`config.mk`:
```
export PLATFORM = sky130hd
export DESIGN_NAME = i2s_rx
export DESIGN_NICKNAME = d
export VERILOG_FILES = /design/src/rtl/i2s_rx.sv
export SDC_FILE = /design/constraint.sdc
export NUM_CORES = 1
export LEC_CHECK = 0
export CAP_MARGIN = 20
export CORE_UTILIZATION = 62
export CTS_BUF_LIST = sky130_fd_sc_hd__clkbuf_16
export CTS_CLUSTER_DIAMETER = 50
export DETAILED_ROUTE_END_ITERATION = 16
export DONT_BUFFER_PORTS = 1
export PLACE_DENSITY = 0.86
export SYNTH_ARGS = -nofsm -noshare
export SYNTH_HDL_FRONTEND = slang
export SYNTH_SLANG_ARGS = --single-unit
```
`constraint.sdc`:
```
create_clock -name MCLK -period 4.4 [get_ports MCLK]
set_input_delay 1.32 -clock MCLK [delete_from_list [all_inputs] [get_ports MCLK]]
set_output_delay 1.32 -clock MCLK [all_outputs]
set_load 0.02 [all_outputs]
```
`src/rtl/i2s_rx.sv`:
```
// i2s_rx - serial-audio receiver for the ADC side of the codec link.
//
// Samples SDATA in the MCLK domain using the clock divider's edge-anticipation
// strobes, deserialises I2S-style frames (LRCLK low = left, MSB first,
// DELAY_BITS SCLK rises skipped after each LRCLK edge) and presents each
// completed left/right pair over a valid/ready handshake.
//
// Ports:
//   MCLK            - sole clock, all state updates on posedge
//   reset           - asynchronous, active-high; clears all state
//   SDATA           - serial data from the ADC
//   next_sclk_rise  - SCLK rises at this posedge (sample edge)
//   next_lrclk_rise - LRCLK rises at this posedge (right slot starts)
//   next_lrclk_fall - LRCLK falls at this posedge (left slot starts)
//   left_data       - left sample of the held pair
//   right_data      - right sample of the held pair
//   out_valid       - a pair is held
//   out_ready       - consumer accepts the held pair
//   overrun         - sticky: a completed pair was dropped
//   frame_err       - sticky: a framing violation was seen
module i2s_rx #(
  parameter int DATA_WIDTH = 24,
  parameter int DELAY_BITS = 1,
  parameter int SLOT_BITS  = 32
) (
  input  logic                  MCLK,
  input  logic                  reset,
  input  logic                  SDATA,
  input  logic                  next_sclk_rise,
  input  logic                  next_lrclk_rise,
  input  logic                  next_lrclk_fall,
  output logic [DATA_WIDTH-1:0] left_data,
  output logic [DATA_WIDTH-1:0] right_data,
  output logic                  out_valid,
  input  logic                  out_ready,
  output logic                  overrun,
  output logic                  frame_err
);

  localparam int CW = $clog2(SLOT_BITS + 1);
  localparam logic [CW-1:0] SLOT_MAX  = CW'(SLOT_BITS);
  localparam logic [CW-1:0] SKIP_LAST = CW'((DELAY_BITS > 0) ? DELAY_BITS - 1 : 0);
  localparam logic [CW-1:0] CAP_LAST  = CW'(DELAY_BITS + DATA_WIDTH - 1);

  typedef enum logic [1:0] {SYNC, SKIP, SHIFT, PAD} state_t;

  // With no delay bits a slot starts capturing straight away.
  localparam state_t SLOT_ENTRY = (DELAY_BITS == 0) ? SHIFT : SKIP;

  state_t                state;
  logic                  chan_right;
  logic [CW-1:0]         cnt;
  // Only the DATA_WIDTH-1 previously captured bits are kept; the current
  // SDATA bit completes the word in shreg_next.
  logic [DATA_WIDTH-2:0] shreg;
  logic [DATA_WIDTH-1:0] left_hold;

  logic                  lr_edge;
  logic                  new_right;
  logic                  wrong_chan;
  logic                  emit;
  logic [DATA_WIDTH-1:0] shreg_next;

  always_comb begin
    lr_edge    = next_lrclk_fall | next_lrclk_rise;
    // A simultaneous rise/fall strobe pair is resolved as a fall.
    new_right  = ~next_lrclk_fall;
    // Slot type must alternate: a new slot of the current channel is illegal.
    wrong_chan = (new_right == chan_right);
    shreg_next = {shreg, SDATA};
    emit       = (state == SHIFT) && chan_right && next_sclk_rise && !lr_edge &&
                 (cnt == CAP_LAST) && (cnt != SLOT_MAX);
  end

  always_ff @(posedge MCLK or posedge reset) begin
    if (reset) begin
      state      <= SYNC;
      chan_right <= 1'b0;
      cnt        <= '0;
      shreg      <= '0;
      left_hold  <= '0;
      left_data  <= '0;
      right_data <= '0;
      out_valid  <= 1'b0;
      overrun    <= 1'b0;
      frame_err  <= 1'b0;
    end else begin
      // Output handshake: an emit on the same edge as a transfer wins.
      if (emit) begin
        if (out_valid && !out_ready) begin
          overrun <= 1'b1;
        end else begin
          left_data  <= left_hold;
          right_data <= shreg_next;
          out_valid  <= 1'b1;
        end
      end else if (out_valid && out_ready) begin
        out_valid <= 1'b0;
      end

      case (state)
        SYNC: begin
          if (next_lrclk_fall) begin
            state      <= SLOT_ENTRY;
            chan_right <= 1'b0;
            cnt        <= '0;
          end
        end

        default: begin
          if (lr_edge) begin
            // LR edge takes priority over a coincident sample edge.
            cnt <= '0;
            if (state != PAD) begin
              frame_err <= 1'b1;
            end
            if (wrong_chan) begin
              frame_err <= 1'b1;
              state     <= SYNC;
            end else begin
              state      <= SLOT_ENTRY;
              chan_right <= new_right;
            end
          end else if (next_sclk_rise) begin
            if (cnt == SLOT_MAX) begin
              // Slot ran past its length: LRCLK went missing.
              frame_err <= 1'b1;
              state     <= SYNC;
              cnt       <= '0;
            end else begin
              cnt <= cnt + 1'b1;
              case (state)
                SKIP: begin
                  if (cnt == SKIP_LAST) begin
                    state <= SHIFT;
                  end
                end
                SHIFT: begin
                  shreg <= shreg_next[DATA_WIDTH-2:0];
                  if (cnt == CAP_LAST) begin
                    if (!chan_right) begin
                      left_hold <= shreg_next;
                    end
                    state <= PAD;
                  end
                end
                default: begin
                end
              endcase
            end
          end
        end
      endcase
    end
  end

endmodule
```
## After elaboration in Yosys (flattened, before gate mapping)

Cells that the tools add are included.

| storage, ports and cells | value |
|---|---|
| input bits | 7 |
| output and inout bits | 51 |
| word-level logic and storage cells | 83 |
| bits in registers | 107 |

| cells by class | value |
|---|---|
| reduce and logical (&&, ||, !) cells | 26 |
| add/sub/neg operators | 1 |
| bitwise gates (word level) | 7 |
| muxes and demuxes | 26 |
| eq/ne operators | 13 |

Operators by type and width:

| cell | number |
|---|---|
| 6-bit 2-to-1 mux | 5 |
| 2-bit 2-to-1 mux | 7 |
| 1-bit 2-to-1 mux | 13 |
| 5-bit AND reduction | 2 |
| 2-bit AND reduction | 4 |
| 2-bit nonzero test | 4 |
| 1-bit logical AND | 7 |
| 7-bit AND reduction | 1 |
| 6-bit by 1-bit adder with 6-bit output (second input constant) | 1 |
| 6-bit by 5-bit equality test with 1-bit output (second input constant) | 1 |
| 6-bit equality test (second input constant) | 1 |
| 6-bit logical NOT | 1 |
| 2-bit inequality test (second input constant) | 3 |
| 6-bit inequality test (second input constant) | 1 |
| 1-bit NOT | 6 |
| 5-bit by 2-bit inequality test with 1-bit output (second input constant) | 1 |
| 5-bit inequality test (second input constant) | 1 |
| 5-bit nonzero test | 1 |
| 2-bit case mux with 2 select lines | 1 |
| 4-bit AND reduction | 1 |
| 3-bit by 1-bit inequality test with 1-bit output (second input constant) | 1 |
| 3-bit AND reduction | 1 |
| 3-bit nonzero test | 1 |
| 2-bit by 1-bit equality test with 1-bit output (second input constant) | 1 |
| other kinds (6) | 7 |

## Depth between registers and ports, before layout

Gate-level depths: netlist (run 1).

| logic depth | value |
|---|---|
| depth after elaboration | 8 |
| mapped depth | 8 |
| mapped depth without buffers | 6 |

## Worst setup path before layout (run 1)

No wires, ideal clock.

| timing | value |
|---|---|
| path type | input port to flip-flop |
| from | input port next_lrclk_fall |
| to | register left_hold[0] |
| data required time | 4275 ps |
| setup slack | 1324 ps |
| data arrival time | 2951 ps |
| buffers on the path | 2 |
| library setup time | 125 ps |
| cell stages on the path | 6 |
| cell sequence | buf_6 > or3b_4 > nor4b_4 > nor3b_4 > buf_6 > mux2_4 |

| between the ends | value |
|---|---|
| cells in the longest elaborated chain, start to end | 3 |

RTL lines:

| element | RTL line | RTL |
|---|---|---|
| start, declared | 31 | `input logic next_lrclk_fall,` |
| 1-bit OR | 65 | `lr_edge = next_lrclk_fall \| next_lrclk_rise;` |
| 1-bit NOT (no source line) | n/a |  |
| 7-bit AND reduction (no source line) | n/a |  |
| end signal, assigned | 142 | `left_hold <= shreg_next;` |
| end, declared | 56 | `logic [DATA_WIDTH-1:0] left_hold;` |

No other way between the ends.
A chain may end at the register's enable or synchronous reset.

## Final worst setup path (run 1)

| timing | value |
|---|---|
| from | input port next_lrclk_fall |
| to | register right_data[7] |

| between the ends | value |
|---|---|
| cells in the longest elaborated chain, start to end | 6 |

RTL lines:

| element | RTL line | RTL |
|---|---|---|
| 1-bit OR | 65 |  |
| 1-bit logical NOT | 71 | `emit = (state == SHIFT) && chan_right && next_sclk_rise && !lr_edge &&` |
| 1-bit logical AND (2 in series) | 71 |  |
| 1-bit logical AND | 72 | `(cnt == CAP_LAST) && (cnt != SLOT_MAX);` |
| 2-bit AND reduction (no source line) | n/a |  |
| end signal, assigned | 94 | `right_data <= shreg_next;` |
| end, declared | 33 | `output logic [DATA_WIDTH-1:0] right_data,` |

No other way between the ends.

==> metrics.txt, run 1 <==
outcome complete, no violations; # IOs 58; Bufs on Longest Clock Path 2; Critical-path top delay cell and3_2; Synth Warn # 0; global-route wire length before repair 11270 um; commonest non-fill, non-tap cell in the layout dfrtp_1; Post-CTS Setup Inserts 0; Worst Skew 4.893 ps; CP top delay family simple AND/OR/NAND/NOR gates; Worst-Skew Late Latency 330 ps; setup ws final 1409 ps; Hold Buf Count CTS 0; P&R area growth vs syn 9.479%; number of max-cap violations 0; Total Power 2.011 mW; synthesized net count 291; Num Clock Sinks 107; number of global-route vias before repair 2288; Avg WL per Cell 17.62 um; die area 7344 sq um; Hold Crit Start left_hold[20]; Fmax achieved 334.3 MHz; Leak Pwr 2.345 nW; CTS tree done; Residual DRC 0; min Tclk post-route 2991 ps; Hold EP left_data[20]; grt total ovfl 0; Mapped Cells 282; Routed Wire Length 6838 um; pre-CTS WS 1049 ps; mapped cell area 4343 sq um; nets 296; Cell Rows 30; Avg Vias per Cell 5.753; crit path capture type flop; I/O Buffers 0; antenna-violating nets left 0; DR vias 2232; layout cell share with drive strength beyond 1 39.38%; #FFs+latches synth 107; DRT Pass-1 Iters 5; Setup CP Type input pin to flop; Post-Syn Area per Cell 15.40 sq um; crit start category input pin; slew margin rel. 50.97%; Buf/Inv on CP 1; Die Ht 85.70 um; ys flop type dfrtp_1; Fin. Hold Viols 0; core area 6794 sq um; setup tns final 0 ps; number of distinct library cells after synthesis 35; Worst R2R Start cnt[0]; reg2reg end right_data[7]; DRC marker count from the first detailed-route iteration 81; GRT Util Overall 20.40%; fin crit share 67.98%; CP arrival 3210 ps; Max Fanout on Critical Path 30; DPL Wire Length 4490 um; hold crit path type flop to flop; CP Cell Sequence or3b_4 > nor4b_4 > and3_2 > buf_12 > mux2_2; Crit path required time 4620 ps; worst reg2reg setup slack 1770 ps; Worst Hold Depth 1; number of flops mapped to enable cells by yosys 0; Synth async-reset ratio 100.0%; commonest cells after routing, fill and taps aside dfrtp_1, mux2_2, mux2_4; RSZ-0062 raised after global routing false; CP max stage delay 560 ps; Worst Tran Pin Value 735.4 ps; Clock Pin Slew Worst Setup and Hold Paths 70 ps; reg2reg path depth 7; # resized after CTS 0; H-tree levels 3; Power Density 423.0 nW/um^2; placer congestion estimate 0.8545; largest net degree at the start of global routing 62; pins over their slew limit 0; initial antenna violation count 0; n_diodes 0; TritonCTS buffer count 9; Seq/Total Area, Yosys 61.65%; CTS Root Buffer Type clkbuf_16; die width 85.70 um; Layout Utilization 69.98%; setup violators final 0; VDD IR max 0.0002398 V; Starting Density 63.92%
-- final cells by class --
cell class / count / area [sq um]
inverter: 5 / 21.27
clock inverter: 7 / 100.1
clock buffer: 9 / 225.2
tap: 96 / 120.1
fill: 440 / 2039
sequential: 107 / 2678
timing repair buffer: 5 / 50.05
multi-input combinational: 159 / 1560
-- layer usage --
metal / up-vias / wire length (um) / GRT usage [%]
li1: 1009 / - / -
met1: 1158 / 3099 / 25.74
met2: 57 / 3193 / 32.29
met3: 8 / 449 / 7.700
met4: 0 / 96 / 7.727
met5: - / 0 / 0
-- stage by stage --
stage	cells	hold WS, ps	instance area, sq um
after CTS	388	489.6	4755
after detailed placement	372	475.8	4429
final	388	482.5	4755
after global placement	372	469.7	4429
after global routing	388	509.6	4755
after floorplan	282	460.2	4343
-- synthesized netlist by cell type, types with 2 or more instances --
master,number,area [sq um]
or3_1,2,12.51
o21bai_1,3,22.52
ha_1,2,25.02
buf_2,4,20.02
inv_1,5,18.77
and2_1,2,12.51
o21ai_0,6,30.03
mux2_4,20,300.3
dfrtp_1,107,2678
a21oi_1,9,45.04
nor2_1,9,33.78
mux2_1,9,101.4
nand3_1,4,20.02
nor3_1,2,10.01
buf_6,6,67.56
nand2_1,6,22.52
mux2_2,66,743.2
nand2b_1,3,18.77
-- worst register-to-register path, cell delays in order (launching register included) --
cell     delay (ps)
dfrtp_1         420
inv_1            80
ha_1            150
nor3b_1         360
nor4b_4         310
and3_2          560
buf_12          270
mux2_2          380
-- registers in the layout (all words and copies together) (netlist names) --
register	flops
overrun	1
left_hold	24
out_valid	1
cnt	6
shreg	23
left_data	24
right_data	24
state	2
chan_right	1
frame_err	1
-- how the worst max path moves through the flow --
stage	from	endpoint	slack, ps	cells after the start
final	next_lrclk_fall	right_data[7]	1410	5
after global routing	next_lrclk_fall	right_data[7]	1310	5
after floorplan	reset	chan_right	260	1
after CTS	next_lrclk_fall	right_data[6]	1400	5
after detailed placement	next_lrclk_fall	right_data[6]	1050	5
after global placement	next_lrclk_fall	left_data[7]	1120	5
-- logic make-up (layout without fill, tap and decap cells) --
group | Yosys count | count (layout) | synth area share, %
DFF | 107 | 107 | 61.65
AOI/OAI and AO/OA | 25 | 25 | 3.601
xor gates and xnor gates | 1 | 1 | 0.2017
adders and majority gates | 2 | 2 | 0.5761
muxes | 95 | 95 | 26.36
and+or+nand+nor | 36 | 36 | 5.071
buffers and inverters | 16 | 26 | 2.535
-- power by group --
part | switching [mW] | leakage [nW] | internal [mW]
Combinational | 0.0798 | 0.707 | 0.0525
Clock | 0.344 | 0.154 | 0.503
Sequential | 0.0295 | 1.48 | 1.00
Total | 0.453 | 2.34 | 1.56
Power figures use the tool's default switching activity.
==> run 2: changes to the inputs <==
Clock period 4.4 ns to 2.9 ns, I/O delays scaled along.
==> metrics.txt, run 2 (synthesis results as in run 1) <==
GRT Util Overall 20.50% (+0.11 points); reg2reg path depth 7 (unchanged); outcome complete, no violations; Worst R2R Start cnt[0]; Starting Density 63.92% (unchanged); CP startpoint cnt[0]; # IOs 58 (unchanged); Setup CP Type flop to flop; Post-CTS Setup Inserts 0 (unchanged); Crit path required time 3110 ps (-1510 ps); number of max-cap violations 0 (unchanged); CTS Root Buffer Type clkbuf_16; largest net degree at the start of global routing 49 (-21%); initial antenna violation count 0 (unchanged); Cell Rows 30 (unchanged); CTS tree done; pins over their slew limit 0 (unchanged); nets 296 (unchanged); Fill cells 418 (-5.0%); Largest regs left_data x24, left_hold x24, right_data x24; Max Fanout on Critical Path 48 (+60%); Worst-Skew Late Latency 340 ps (about the same); worst reg2reg setup slack 560 ps (-1210 ps); antenna-violating nets left 0 (unchanged); I/O Buffers 0 (unchanged); fin crit share 80.67%; crit start category flop; TritonCTS buffer count 9 (unchanged); Avg Vias per Cell 5.856 (+1.8%); global-route wire length before repair 11520 um (+2.2%); DPL Wire Length 4452 um (-0.84%); slew margin rel. 52.07% (+1.1 points); Routed Wire Length 6912 um (+1.1%); CP arrival 2550 ps (-660 ps); Layout Utilization 70.31% (+0.33 points); n_diodes 0 (unchanged); commonest cells after routing, fill and taps aside dfrtp_1, mux2_2, mux2_4; hold crit path type flop to flop; commonest non-fill, non-tap cell in the layout dfrtp_1; Die Ht 85.70 um (unchanged); Hold Buf Count CTS 0 (unchanged); placed cell count 372 (unchanged); core area 6794 sq um (unchanged); die width 85.70 um (unchanged); worst hold margin 496.7 ps (+14.22 ps); min Tclk post-route 2339 ps; Residual DRC 0 (unchanged); DR vias 2272 (+1.8%); Power Density 633.5 nW/um^2 (+50%); Leak Pwr 2.356 nW (+0.47%); Worst Tran Pin Value 717.4 ps (-17.96 ps); RSZ-0062 raised after global routing false; grt total ovfl 0 (unchanged); DRT Pass-1 Iters 4 (-1); number of global-route vias before repair 2293 (+0.22%); setup violators final 0 (unchanged); Fin. Hold Viols 0 (unchanged); Num Clock Sinks 107 (unchanged); P&R area growth vs syn 9.997%; Avg WL per Cell 17.81 um (+1.1%); end of the critical path left_data[12]; Post-Layout Cell Count 388 (unchanged); die area 7344 sq um (unchanged); crit path capture type flop; # resized after CTS 0 (unchanged); reg2reg end left_data[12]; Worst Skew 7.605 ps (+2.713 ps); Bufs on Longest Clock Path 2 (unchanged); layout cell share with drive strength beyond 1 38.01% (-1.4 points); H-tree levels 3 (unchanged); VDD IR max 0.0003908 V (+63%); placer congestion estimate 0.8674 (+1.5%); Fmax achieved 427.4 MHz; Clock Pin Slew Worst Setup and Hold Paths 70 ps (about the same); setup tns final 0 ps (unchanged); DRC marker count from the first detailed-route iteration 57 (-30%)
[run 2: layout make-up]
type                            instances  area, sq um  area share (%)
Sequential cell                       107         2678           56.05
Multi-Input combinational cell        159         1560           32.66
Clock buffer                            9        225.2           4.715
Tap cell                               96        120.1           2.514
Timing Repair Buffer                    5        87.58           1.833
Clock inverter                          7        83.83           1.755
Inverter                                5        22.52          0.4715
[run 2: through the flow]
step	area (sq um)	setup slack, ps	power, mW
final	4777	560.5	3.026
after global routing	4777	397.2	3.133
after CTS	4777	552.0	3.048
after detailed placement	4468	307.2	1.801
after global placement	4468	362.2	1.792
after floorplan	4347	273.5	1.750
[run 2: worst min path at each step]
| stage | startpoint | to | slack, ps | cells past startpoint |
|---|---|---|---|---|
| after global placement | left_hold[21] | left_data[21] | 470 | 1 |
| after detailed placement | left_hold[19] | left_data[19] | 480 | 1 |
| after CTS | left_hold[19] | left_data[19] | 500 | 1 |
| after global routing | left_hold[13] | left_hold[13] | 520 | 1 |
| after floorplan | left_hold[19] | left_data[19] | 460 | 1 |
| final | left_hold[19] | left_data[19] | 500 | 1 |
[run 2: report_power, final]
part           internal (mW)  switching, mW  leakage [nW]
clock network          0.748          0.505         0.157
registers               1.52         0.0431          1.48
logic                 0.0836          0.125         0.714
total                   2.35          0.673          2.36
[run 2: routing by layer]
| metal | GRT usage (%) | part of all wire [%] | up-vias |
|---|---|---|---|
| li1 | - | - | 1019 |
| met5 | 0 | 0 | - |
| met2 | 31.13 | 46 | 62 |
| met1 | 27.74 | 46 | 1179 |
| met3 | 7.122 | 5.7 | 12 |
| met4 | 7.273 | 1.7 | 0 |
[run 2: worst max-delay path: stages, from the launching register on]
cell and delay, ps:
dfrtp_1 420, inv_1 80, ha_1 160, nor3b_1 330
nor4b_4 310, and3_2 250, buf_12 260, mux2_2 380
==> run 3: changes to the inputs <==
Clock period 2.9 ns to 2.4 ns, I/O delays scaled along.
==> metrics.txt, run 3 (synthesis results as in run 1) <==
Crit path required time 2620 ps (-490 ps); initial antenna violation count 0 (unchanged); commonest non-fill, non-tap cell in the layout dfrtp_1; number of global-route vias before repair 2268 (-1.1%); Total Power 3.525 mW (+16%); Die Ht 85.70 um (unchanged); Power Density 741.3 nW/um^2 (+17%); commonest cells after routing, fill and taps aside dfrtp_1, mux2_2, mux2_4; RSZ-0062 raised after global routing false; slew margin rel. 62.53% (+10 points); DRT Pass-1 Iters 4 (unchanged); layout cell share with drive strength beyond 1 38.49% (+0.47 points); GRT Util Overall 20.87% (+0.37 points); grt total ovfl 0 (unchanged); die area 7344 sq um (unchanged); DPL Wire Length 4260 um (-4.3%); DR vias 2188 (-3.7%); P&R area growth vs syn 9.479%; Fin. Hold Viols 0 (unchanged); core area 6794 sq um (unchanged); Starting Density 63.92% (unchanged); placer congestion estimate 0.8467 (-2.4%); global-route wire length before repair 11540 um (+0.17%); setup violators final 0 (unchanged); CP arrival 2450 ps (-100 ps); DRC marker count from the first detailed-route iteration 105 (+84%); TritonCTS buffer count 9 (unchanged); hold crit path type input pin to asynchronous set/reset pin; pins over their slew limit 0 (unchanged); Cell Rows 30 (unchanged); min Tclk post-route 2237 ps (-102.3 ps); fin crit share 93.21% (+13 points); Worst Skew 5.464 ps (-2.141 ps); crit path capture type flop; crit start category flop; I/O Buffers 0 (unchanged); Worst Tran Pin Value 562.0 ps (-155.4 ps); die width 85.70 um (unchanged); Avg WL per Cell 17.54 um (-1.6%); largest net degree at the start of global routing 108 (+120%); number of max-cap violations 0 (unchanged); Routed Wire Length 6787 um (-1.8%); Worst-Skew Late Latency 330 ps (about the same); Leak Pwr 2.342 nW (-0.57%); Fmax achieved 447.0 MHz (+4.6%); Max Fanout on Critical Path 24 (-50%); Avg Vias per Cell 5.654 (-3.4%); Layout Utilization 69.98% (-0.33 points); n_diodes 0 (unchanged); CTS Root Buffer Type clkbuf_16; Largest regs left_data x24, left_hold x24, right_data x24; outcome complete, no violations; Setup CP Type flop to flop; antenna-violating nets left 0 (unchanged); H-tree levels 3 (unchanged); Bufs on Longest Clock Path 2 (unchanged); Num Clock Sinks 107 (unchanged); nets 297 (+0.34%); Residual DRC 0 (unchanged); VDD IR max 0.0004560 V (+17%); CTS tree done; # IOs 58 (unchanged); Clock Pin Slew Worst Setup and Hold Paths 70 ps (about the same)
## run 3: layer usage
metal	vias up	part of all wire, %	routed length [um]	global-route usage [%]
li1	1011	-	-	-
met4	0	2.4	163	9.545
met3	13	4.8	328	7.026
met5	-	0	0	0
met1	1116	46	3104	27.31
met2	48	47	3192	31.85
## run 3: critical path, cell delays in order, from the launching register on
cell     delay [ps]
dfrtp_1         430
inv_1            80
ha_1            160
nor3b_2         260
nor4b_4         300
nor3b_4         280
buf_12          240
mux2_2          360
## run 3: path summary, 6_finish.rpt
path	slack, ps	cells after the start	endpoint	startpoint
min	390	2	right_data[0]	reset
min reg2reg	490	1	left_data[21]	left_hold[21]
max reg2reg	160	7	left_hold[22]	cnt[0]
min in group MCLK	440	1	chan_right	next_lrclk_fall
max	160	7	left_hold[22]	cnt[0]
max in group asynchronous	1560	2	left_data[10]	reset
## run 3: through the flow
step           hold WS [ps]  cells  setup TNS [ps]  area, sq um  setup WS, ps
2_1_floorplan         460.2    282          -643.3         4350        -32.17
3_3_place_gp          470.3    373               0         4476         71.50
3_5_place_dp          476.9    373               0         4476         21.94
4_1_cts               433.5    387               0         4755         141.8
5_1_grt               431.9    387               0         4755         52.08
6_report              385.9    387               0         4755         162.9
## run 3: timing repair
action,in CTS,in global routing
hold buffers,0,0
buffers inserted,0,0
resized for setup,1,0
endpoints found under the setup margin,5,0
## run 3: power breakdown
part	internal, mW	switching (mW)
Sequential	1.84	0.0523
Clock	0.786	0.591
Combinational	0.104	0.152
## run 3: layout make-up
cell class / instances / area (sq um)
Clock buffer: 9 / 225.2
Clock inverter: 5 / 48.80
Fill cell: 430 / 2039
Inverter: 5 / 22.52
Multi-Input combinational cell: 159 / 1565
Sequential cell: 107 / 2678
Tap cell: 96 / 120.1
Timing Repair Buffer: 6 / 95.09
